<file path="src/rtl/cam_capture_if.sv">
// Camera-side bus and pixel output stream of the capture front end.
// Pixel stream is valid-only: pixel_valid strobes one cycle per pixel with no backpressure, so the sink must take every strobe.
interface cam_capture_if;
  logic        vsync;
  logic        href;
  logic [7:0]  cam_data;
  logic [15:0] pixel_data;
  logic        pixel_valid;
  logic        colr;
  logic [9:0]  x;
  logic [8:0]  y;
  logic        frame_done;
  logic        overflow;
  logic [1:0]  state_dbg;

  modport master (
    output vsync, href, cam_data,
    input  pixel_data, pixel_valid, colr, x, y, frame_done, overflow, state_dbg
  );

  modport slave (
    input  vsync, href, cam_data,
    output pixel_data, pixel_valid, colr, x, y, frame_done, overflow, state_dbg
  );
endinterface

</file>
<file path="src/rtl/cam_capture.sv">
// OV7670-style capture: pairs bus bytes into RGB565 pixels, tracks x/y and flags
// pixels inside the region of interest for the colour classifier.
module cam_capture #(
  parameter int H_ACTIVE    = 640,
  parameter int V_ACTIVE    = 480,
  parameter int WIN_X0      = 280,
  parameter int WIN_X1      = 359,
  parameter int WIN_Y0      = 200,
  parameter int WIN_Y1      = 279,
  parameter int SKIP_FRAMES = 2
) (
  input  logic p_clock,
  input  logic rst,
  cam_capture_if.slave cam
);

  typedef enum logic [1:0] {
    S_SKIP    = 2'd0,
    S_WAIT_VS = 2'd1,
    S_ACTIVE  = 2'd2
  } state_t;

  localparam logic [9:0] H_LIM    = 10'(H_ACTIVE);
  localparam logic [8:0] V_LIM    = 9'(V_ACTIVE);
  localparam logic [9:0] WX0      = 10'(WIN_X0);
  localparam logic [9:0] WX1      = 10'(WIN_X1);
  localparam logic [8:0] WY0      = 9'(WIN_Y0);
  localparam logic [8:0] WY1      = 9'(WIN_Y1);
  localparam logic [7:0] SKIP_LIM = 8'(SKIP_FRAMES);

  state_t      state_q, state_d;
  logic        vsync_r, href_r;
  logic [7:0]  skip_cnt;
  logic        phase;
  logic        line_has_byte;
  logic [7:0]  hi_byte;
  logic [9:0]  x_cnt;
  logic [8:0]  y_cnt;

  logic [15:0] pix_q;
  logic        valid_q;
  logic        colr_q;
  logic [9:0]  x_q;
  logic [8:0]  y_q;
  logic        done_q;
  logic        ovf_q;

  logic vs_rise, vs_fall, href_fall;
  logic byte_en, in_range, in_win;

  assign vs_rise   = cam.vsync & ~vsync_r;
  assign vs_fall   = ~cam.vsync & vsync_r;
  assign href_fall = ~cam.href & href_r;

  // Bytes are only taken on active lines; blanking (vsync high) suppresses them.
  assign byte_en  = (state_q == S_ACTIVE) && cam.href && !cam.vsync;
  assign in_range = (x_cnt < H_LIM) && (y_cnt < V_LIM);
  assign in_win   = (x_cnt >= WX0) && (x_cnt <= WX1) &&
                    (y_cnt >= WY0) && (y_cnt <= WY1);

  always_comb begin
    state_d = state_q;
    case (state_q)
      S_SKIP: begin
        if (skip_cnt == SKIP_LIM)
          state_d = S_WAIT_VS;
        else if (vs_rise && (skip_cnt + 8'd1 == SKIP_LIM))
          state_d = S_WAIT_VS;
      end
      S_WAIT_VS: begin
        if (vs_fall)
          state_d = S_ACTIVE;
      end
      S_ACTIVE: begin
        if (vs_rise)
          state_d = S_WAIT_VS;
      end
      default: state_d = S_SKIP;
    endcase
  end

  always_ff @(posedge p_clock or posedge rst) begin
    if (rst)
      state_q <= S_SKIP;
    else
      state_q <= state_d;
  end

  always_ff @(posedge p_clock or posedge rst) begin
    if (rst) begin
      vsync_r  <= 1'b0;
      href_r   <= 1'b0;
      skip_cnt <= 8'd0;
    end else begin
      vsync_r <= cam.vsync;
      href_r  <= cam.href;
      if (state_q == S_SKIP && vs_rise && skip_cnt != SKIP_LIM)
        skip_cnt <= skip_cnt + 8'd1;
    end
  end

  // Datapath: byte pairing, coordinate counters and the registered pixel strobe.
  always_ff @(posedge p_clock or posedge rst) begin
    if (rst) begin
      phase         <= 1'b0;
      line_has_byte <= 1'b0;
      hi_byte       <= 8'd0;
      x_cnt         <= 10'd0;
      y_cnt         <= 9'd0;
      pix_q         <= 16'd0;
      valid_q       <= 1'b0;
      colr_q        <= 1'b0;
      x_q           <= 10'd0;
      y_q           <= 9'd0;
      done_q        <= 1'b0;
      ovf_q         <= 1'b0;
    end else begin
      valid_q <= 1'b0;
      colr_q  <= 1'b0;
      done_q  <= 1'b0;
      case (state_q)
        S_WAIT_VS: begin
          if (vs_fall) begin
            x_cnt         <= 10'd0;
            y_cnt         <= 9'd0;
            phase         <= 1'b0;
            line_has_byte <= 1'b0;
          end
        end
        S_ACTIVE: begin
          if (vs_rise) begin
            done_q        <= 1'b1;
            phase         <= 1'b0;
            line_has_byte <= 1'b0;
          end else if (href_fall) begin
            // An odd trailing byte is dropped by forcing the phase back to 0.
            x_cnt         <= 10'd0;
            phase         <= 1'b0;
            line_has_byte <= 1'b0;
            if (line_has_byte && y_cnt != V_LIM)
              y_cnt <= y_cnt + 9'd1;
          end else if (byte_en) begin
            line_has_byte <= 1'b1;
            if (!phase) begin
              hi_byte <= cam.cam_data;
              phase   <= 1'b1;
            end else begin
              phase <= 1'b0;
              if (in_range) begin
                pix_q   <= {hi_byte, cam.cam_data};
                valid_q <= 1'b1;
                colr_q  <= in_win;
                x_q     <= x_cnt;
                y_q     <= y_cnt;
              end else begin
                ovf_q <= 1'b1;
              end
              if (x_cnt != H_LIM)
                x_cnt <= x_cnt + 10'd1;
            end
          end
        end
        default: ;
      endcase
    end
  end

  assign cam.pixel_data  = pix_q;
  assign cam.pixel_valid = valid_q;
  assign cam.colr        = colr_q;
  assign cam.x           = x_q;
  assign cam.y           = y_q;
  assign cam.frame_done  = done_q;
  assign cam.overflow    = ovf_q;
  assign cam.state_dbg   = state_q;

endmodule

</file>
<file path="src/flat_wrapper.sv">
// flat-port wrapper written by rule: the top's interface ports become plain ports
module cam_capture_flat 
#(
  parameter int H_ACTIVE    = 640,
  parameter int V_ACTIVE    = 480,
  parameter int WIN_X0      = 280,
  parameter int WIN_X1      = 359,
  parameter int WIN_Y0      = 200,
  parameter int WIN_Y1      = 279,
  parameter int SKIP_FRAMES = 2
)
  (p_clock, rst, cam_vsync, cam_href, cam_cam_data, cam_pixel_data, cam_pixel_valid, cam_colr, cam_x, cam_y, cam_frame_done, cam_overflow, cam_state_dbg);
  cam_capture_if cam_i ();
  input  logic p_clock;
  input  logic rst;
  input wire logic [$bits(cam_i.vsync)-1:0] cam_vsync;
  input wire logic [$bits(cam_i.href)-1:0] cam_href;
  input wire logic [$bits(cam_i.cam_data)-1:0] cam_cam_data;
  output wire logic [$bits(cam_i.pixel_data)-1:0] cam_pixel_data;
  output wire logic [$bits(cam_i.pixel_valid)-1:0] cam_pixel_valid;
  output wire logic [$bits(cam_i.colr)-1:0] cam_colr;
  output wire logic [$bits(cam_i.x)-1:0] cam_x;
  output wire logic [$bits(cam_i.y)-1:0] cam_y;
  output wire logic [$bits(cam_i.frame_done)-1:0] cam_frame_done;
  output wire logic [$bits(cam_i.overflow)-1:0] cam_overflow;
  output wire logic [$bits(cam_i.state_dbg)-1:0] cam_state_dbg;
  assign cam_i.vsync = cam_vsync;
  assign cam_i.href = cam_href;
  assign cam_i.cam_data = cam_cam_data;
  assign cam_pixel_data = cam_i.pixel_data;
  assign cam_pixel_valid = cam_i.pixel_valid;
  assign cam_colr = cam_i.colr;
  assign cam_x = cam_i.x;
  assign cam_y = cam_i.y;
  assign cam_frame_done = cam_i.frame_done;
  assign cam_overflow = cam_i.overflow;
  assign cam_state_dbg = cam_i.state_dbg;
  cam_capture #(.H_ACTIVE(H_ACTIVE), .V_ACTIVE(V_ACTIVE), .WIN_X0(WIN_X0), .WIN_X1(WIN_X1), .WIN_Y0(WIN_Y0), .WIN_Y1(WIN_Y1), .SKIP_FRAMES(SKIP_FRAMES)) u_core (.p_clock(p_clock), .rst(rst), .cam(cam_i));
endmodule
</file>
<file path="config.mk">
export PLATFORM = sky130hd
export DESIGN_NAME = cam_capture_flat
export DESIGN_NICKNAME = d
export VERILOG_FILES = /design/src/rtl/cam_capture_if.sv /design/src/rtl/cam_capture.sv /design/src/flat_wrapper.sv
export SDC_FILE = /design/constraint.sdc
export NUM_CORES = 1
export LEC_CHECK = 0
export BUFFER_PORTS_ARGS = -buffer_cell sky130_fd_sc_hd__buf_4
export CELL_PAD_IN_SITES_DETAIL_PLACEMENT = 1
export CELL_PAD_IN_SITES_GLOBAL_PLACEMENT = 2
export CORE_MARGIN = 1
export CORE_UTILIZATION = 37
export CTS_CLUSTER_DIAMETER = 200
export DETAILED_ROUTE_END_ITERATION = 10
export PLACE_DENSITY = 0.84
export SLEW_MARGIN = 20
export SYNTH_ARGS = -nofsm -noshare
export SYNTH_HDL_FRONTEND = slang
export SYNTH_SLANG_ARGS = --single-unit
</file>
<file path="constraint.sdc">
create_clock -name p_clock -period 3.67 [get_ports p_clock]
set_clock_uncertainty 0.2 [all_clocks]
set_input_delay 0.5505 -clock p_clock [delete_from_list [all_inputs] [get_ports p_clock]]
set_output_delay 0.5505 -clock p_clock [all_outputs]
set_load 0.005 [all_outputs]
</file>
==> qor.csv <==
stage,metric,value,unit
yosys,syn_nets,376,
floorplanning,die_h,104,um
routing,vias_per_cell,5.24,
grt,grt_first_pass_wirelength,14.9,mm
floorplanning,rows,36,
place,place.gp.congestion,0.781,
routing,firstDrtPassIters,6,
floorplanning,boundaryPins,53,
floorplanning,initial_core_util,0.388,
power,vdd_drop_max,291,uV
yosys,ys_ff_latch,80,
cells_and_area,area_growth,18.8,%
yosys,ys.warnings.count,0,
clocking,cts_tree,yes,
clocking,path_clk_slew,0.10,ns
clocking,h-tree-depth,3,
place,numPortBuffers,52,
routing,drt-total-wl,8.38,mm
worst_setup_path,slowest_stage,nor3_2,
routing,drc,0,
clocking,cts_made_buffers,9,
sta,tns,0,ns
routing,ant_nets,0,
yosys,synth-main-ff-cell,dfrtp_1,
routing,vias,2838,
worst_setup_path,worst-path-buf-inv,1,
sta,setup_violations,0,
worst_setup_path,start_kind,flip-flop,
clocking,cts_hold_buf,0,
run,maxCapViolCount,0,
worst_hold_path,min_path_type,input port to asynchronous set/reset pin,
sta,slew_headroom,0.366,
worst_setup_path,max_stage_delay,0.56,ns
sta,final_hold_viol_count,0,
place,dpl.hpwl,6.14,mm
cells_and_area,drive_gt1_frac,0.298,
clocking,cts.repair.resized,0,
grt,grt_overflow,0,
sta,period_needed,2.78,ns
yosys,syn_area,3860,um2
clocking,clkSinkCount,80,
yosys,synth_edf_count,0,
grt,grt_pass1_vias,2911,
cells_and_area,final_common_cell,dfrtp_1,
cells_and_area,diodes,0,
clocking,clock_latency,0.35,ns
worst_setup_path,critPathKind,flip-flop to flip-flop,
yosys,netlist_instances,352,
cells_and_area,final_nets,428,
clocking,cts_root_buffer,clkbuf_8,
yosys,yosysUniqueCellTypes,53,
worst_setup_path,crit_fanout,15,
sta,rsz0062_at_grt,no,
sta,worst_slack,0.889,ns
power,power_leakage,2.11,nW
worst_setup_path,path_cells,inv_1 -> ha_1 -> nand4b_1 -> a41o_1 -> nor3_2 -> a211oi_1 -> a31o_2,
grt,grt_max_degree,63,
worst_setup_path,cp_top_family,simple AND/OR/NAND/NOR gates,
routing,wl_per_cell,15.5,um
worst_setup_path,end_kind,flip-flop,
yosys,syn_area_per_cell,11.0,um2
grt,antenna_found_initial,0,
clocking,clk_path_buf_depth,2,
floorplanning,dieArea,10900,um2
outcome,outcome,finished clean,
sta,finalCritPeriodShare,0.758,
floorplanning,die_w,104,um
worst_setup_path,cp.required,3.72,ns
cells_and_area,final_cell_mix,"dfrtp_1 (80), buf_4 (56), mux2_2 (33)",
worst_setup_path,critPathArrivalTime,2.83,ns
power,power_density,546,nW/um2
yosys,yosysSeqAreaShare,0.518,
floorplanning,core_area,9950,um2
sta,clock.fmax,360,MHz
grt,grt_usage,0.170,
routing,first_iter_violations,67,
place,pre_cts_slack,0.899,ns
sta,worst_pin_slew,0.951,ns
clocking,post-cts-setup-buffers,0,
sta,finalMaxSlewViolations,0,
yosys,ys_async_sr_fraction,1.00,
sta,hold-worst-slack,0.148,ns
-- per-layer routing --
layer | track usage | part of all wire
met1 | 0.242 | 0.50
met2 | 0.267 | 0.47
met3 | 0.0244 | 0.027
met4 | 0.0520 | 0.0093
met5 | 0 | 0
-- path summary, 6_finish.rpt --
| kind | startpoint | to | slack (ns) | cells after the start |
|---|---|---|---|---|
| setup / recovery | u_core.cam.state_dbg[0]$_DFFE_PP0P_ | u_core.x_cnt[3]$_DFFE_PP0P_ | 0.89 | 7 |
| hold / removal | rst | u_core.y_cnt[2]$_DFFE_PP0P_ | 0.15 | 2 |
| setup reg to reg | u_core.cam.state_dbg[0]$_DFFE_PP0P_ | u_core.x_cnt[3]$_DFFE_PP0P_ | 0.89 | 7 |
| hold reg to reg | u_core.cam.x[2]$_DFFE_PP0P_ | u_core.cam.x[2]$_DFFE_PP0P_ | 0.29 | 2 |
| max in group asynchronous | rst | u_core.x_cnt[4]$_DFFE_PP0P_ | 2.40 | 3 |
| min in group p_clock | cam_href | u_core.href_r$_DFF_PP0_ | 0.15 | 1 |
-- worst register-to-register path, stage by stage, from the launching register on --
cell and delay, ns:
dfrtp_1 0.45, inv_1 0.10, ha_1 0.48, nand4b_1 0.18, a41o_1 0.31, nor3_2 0.56
a211oi_1 0.16, a31o_2 0.24
-- where the power goes --
part / switching [mW] / total, mW / internal, mW / leakage, nW
Clock: 0.362 / 0.762 / 0.400 / 0.119
Combinational: 0.313 / 0.612 / 0.299 / 0.910
Sequential: 0.120 / 1.13 / 1.01 / 1.09
-- cell usage after synthesis, types with 4 or more instances --
library cell,n,area [um2]
ha_1,12,150
dfrtp_1,80,2000
nor3_1,5,25.0
a21oi_1,11,55.1
a211oi_1,5,37.5
nor2_1,24,90.1
inv_1,22,82.6
or3_1,5,31.3
nand2_1,30,113
nand4_1,14,87.6
xnor2_1,13,114
nand3_1,9,45.0
clkbuf_1,4,15.0
mux2_2,33,372
a31o_2,6,52.6
buf_2,5,25.0
o21ai_0,18,90.1
-- registers in the layout (all words and copies together) (netlist names) --
name and count:
u_core.cam.pixel_data 16, u_core.cam.x 10, u_core.x_cnt 10, u_core.cam.y 9, u_core.y_cnt 9, u_core.hi_byte 8
u_core.skip_cnt 8, u_core.cam.state_dbg 2, u_core.cam.colr 1, u_core.cam.frame_done 1, u_core.cam.overflow 1, u_core.cam.pixel_valid 1
u_core.href_r 1, u_core.line_has_byte 1, u_core.phase 1, u_core.vsync_r 1
-- kinds of logic (layout without fill, tap and decap cells) --
kind of cell,after synthesis,in the layout,synth area share
buf+inv,37,94,0.0463
compound gates,68,68,0.124
simple gates,107,107,0.142
fa+ha+maj,12,12,0.0388
xor+xnor,13,13,0.0295
mux,35,35,0.101
flops,80,80,0.518
-- stage by stage --
| stage | std cells | total power [mW] | util | area [um2] |
|---|---|---|---|---|
| 2_1_floorplan | 352 | 1.54 | - | 3860 |
| 3_3_place_gp | 526 | 1.75 | 0.438 | 4360 |
| 3_5_place_dp | 526 | 1.78 | 0.438 | 4360 |
| 4_1_cts | 542 | 2.55 | 0.461 | 4590 |
| 5_1_grt | 542 | 2.67 | 0.461 | 4590 |
| 6_report | 542 | 2.51 | 0.461 | 4590 |
-- final cells by class --
class                   instances  area, um2
inverters                      22       85.1
clock buffers                   9        124
flip-flops and latches         80       2000
clock inverters                 7        109
multi-input cells             235       1680
well taps                     133        166
repair buffers                 56        420
fillers                      1120       5360
No activity file was read; power rests on OpenSTA's default activity.
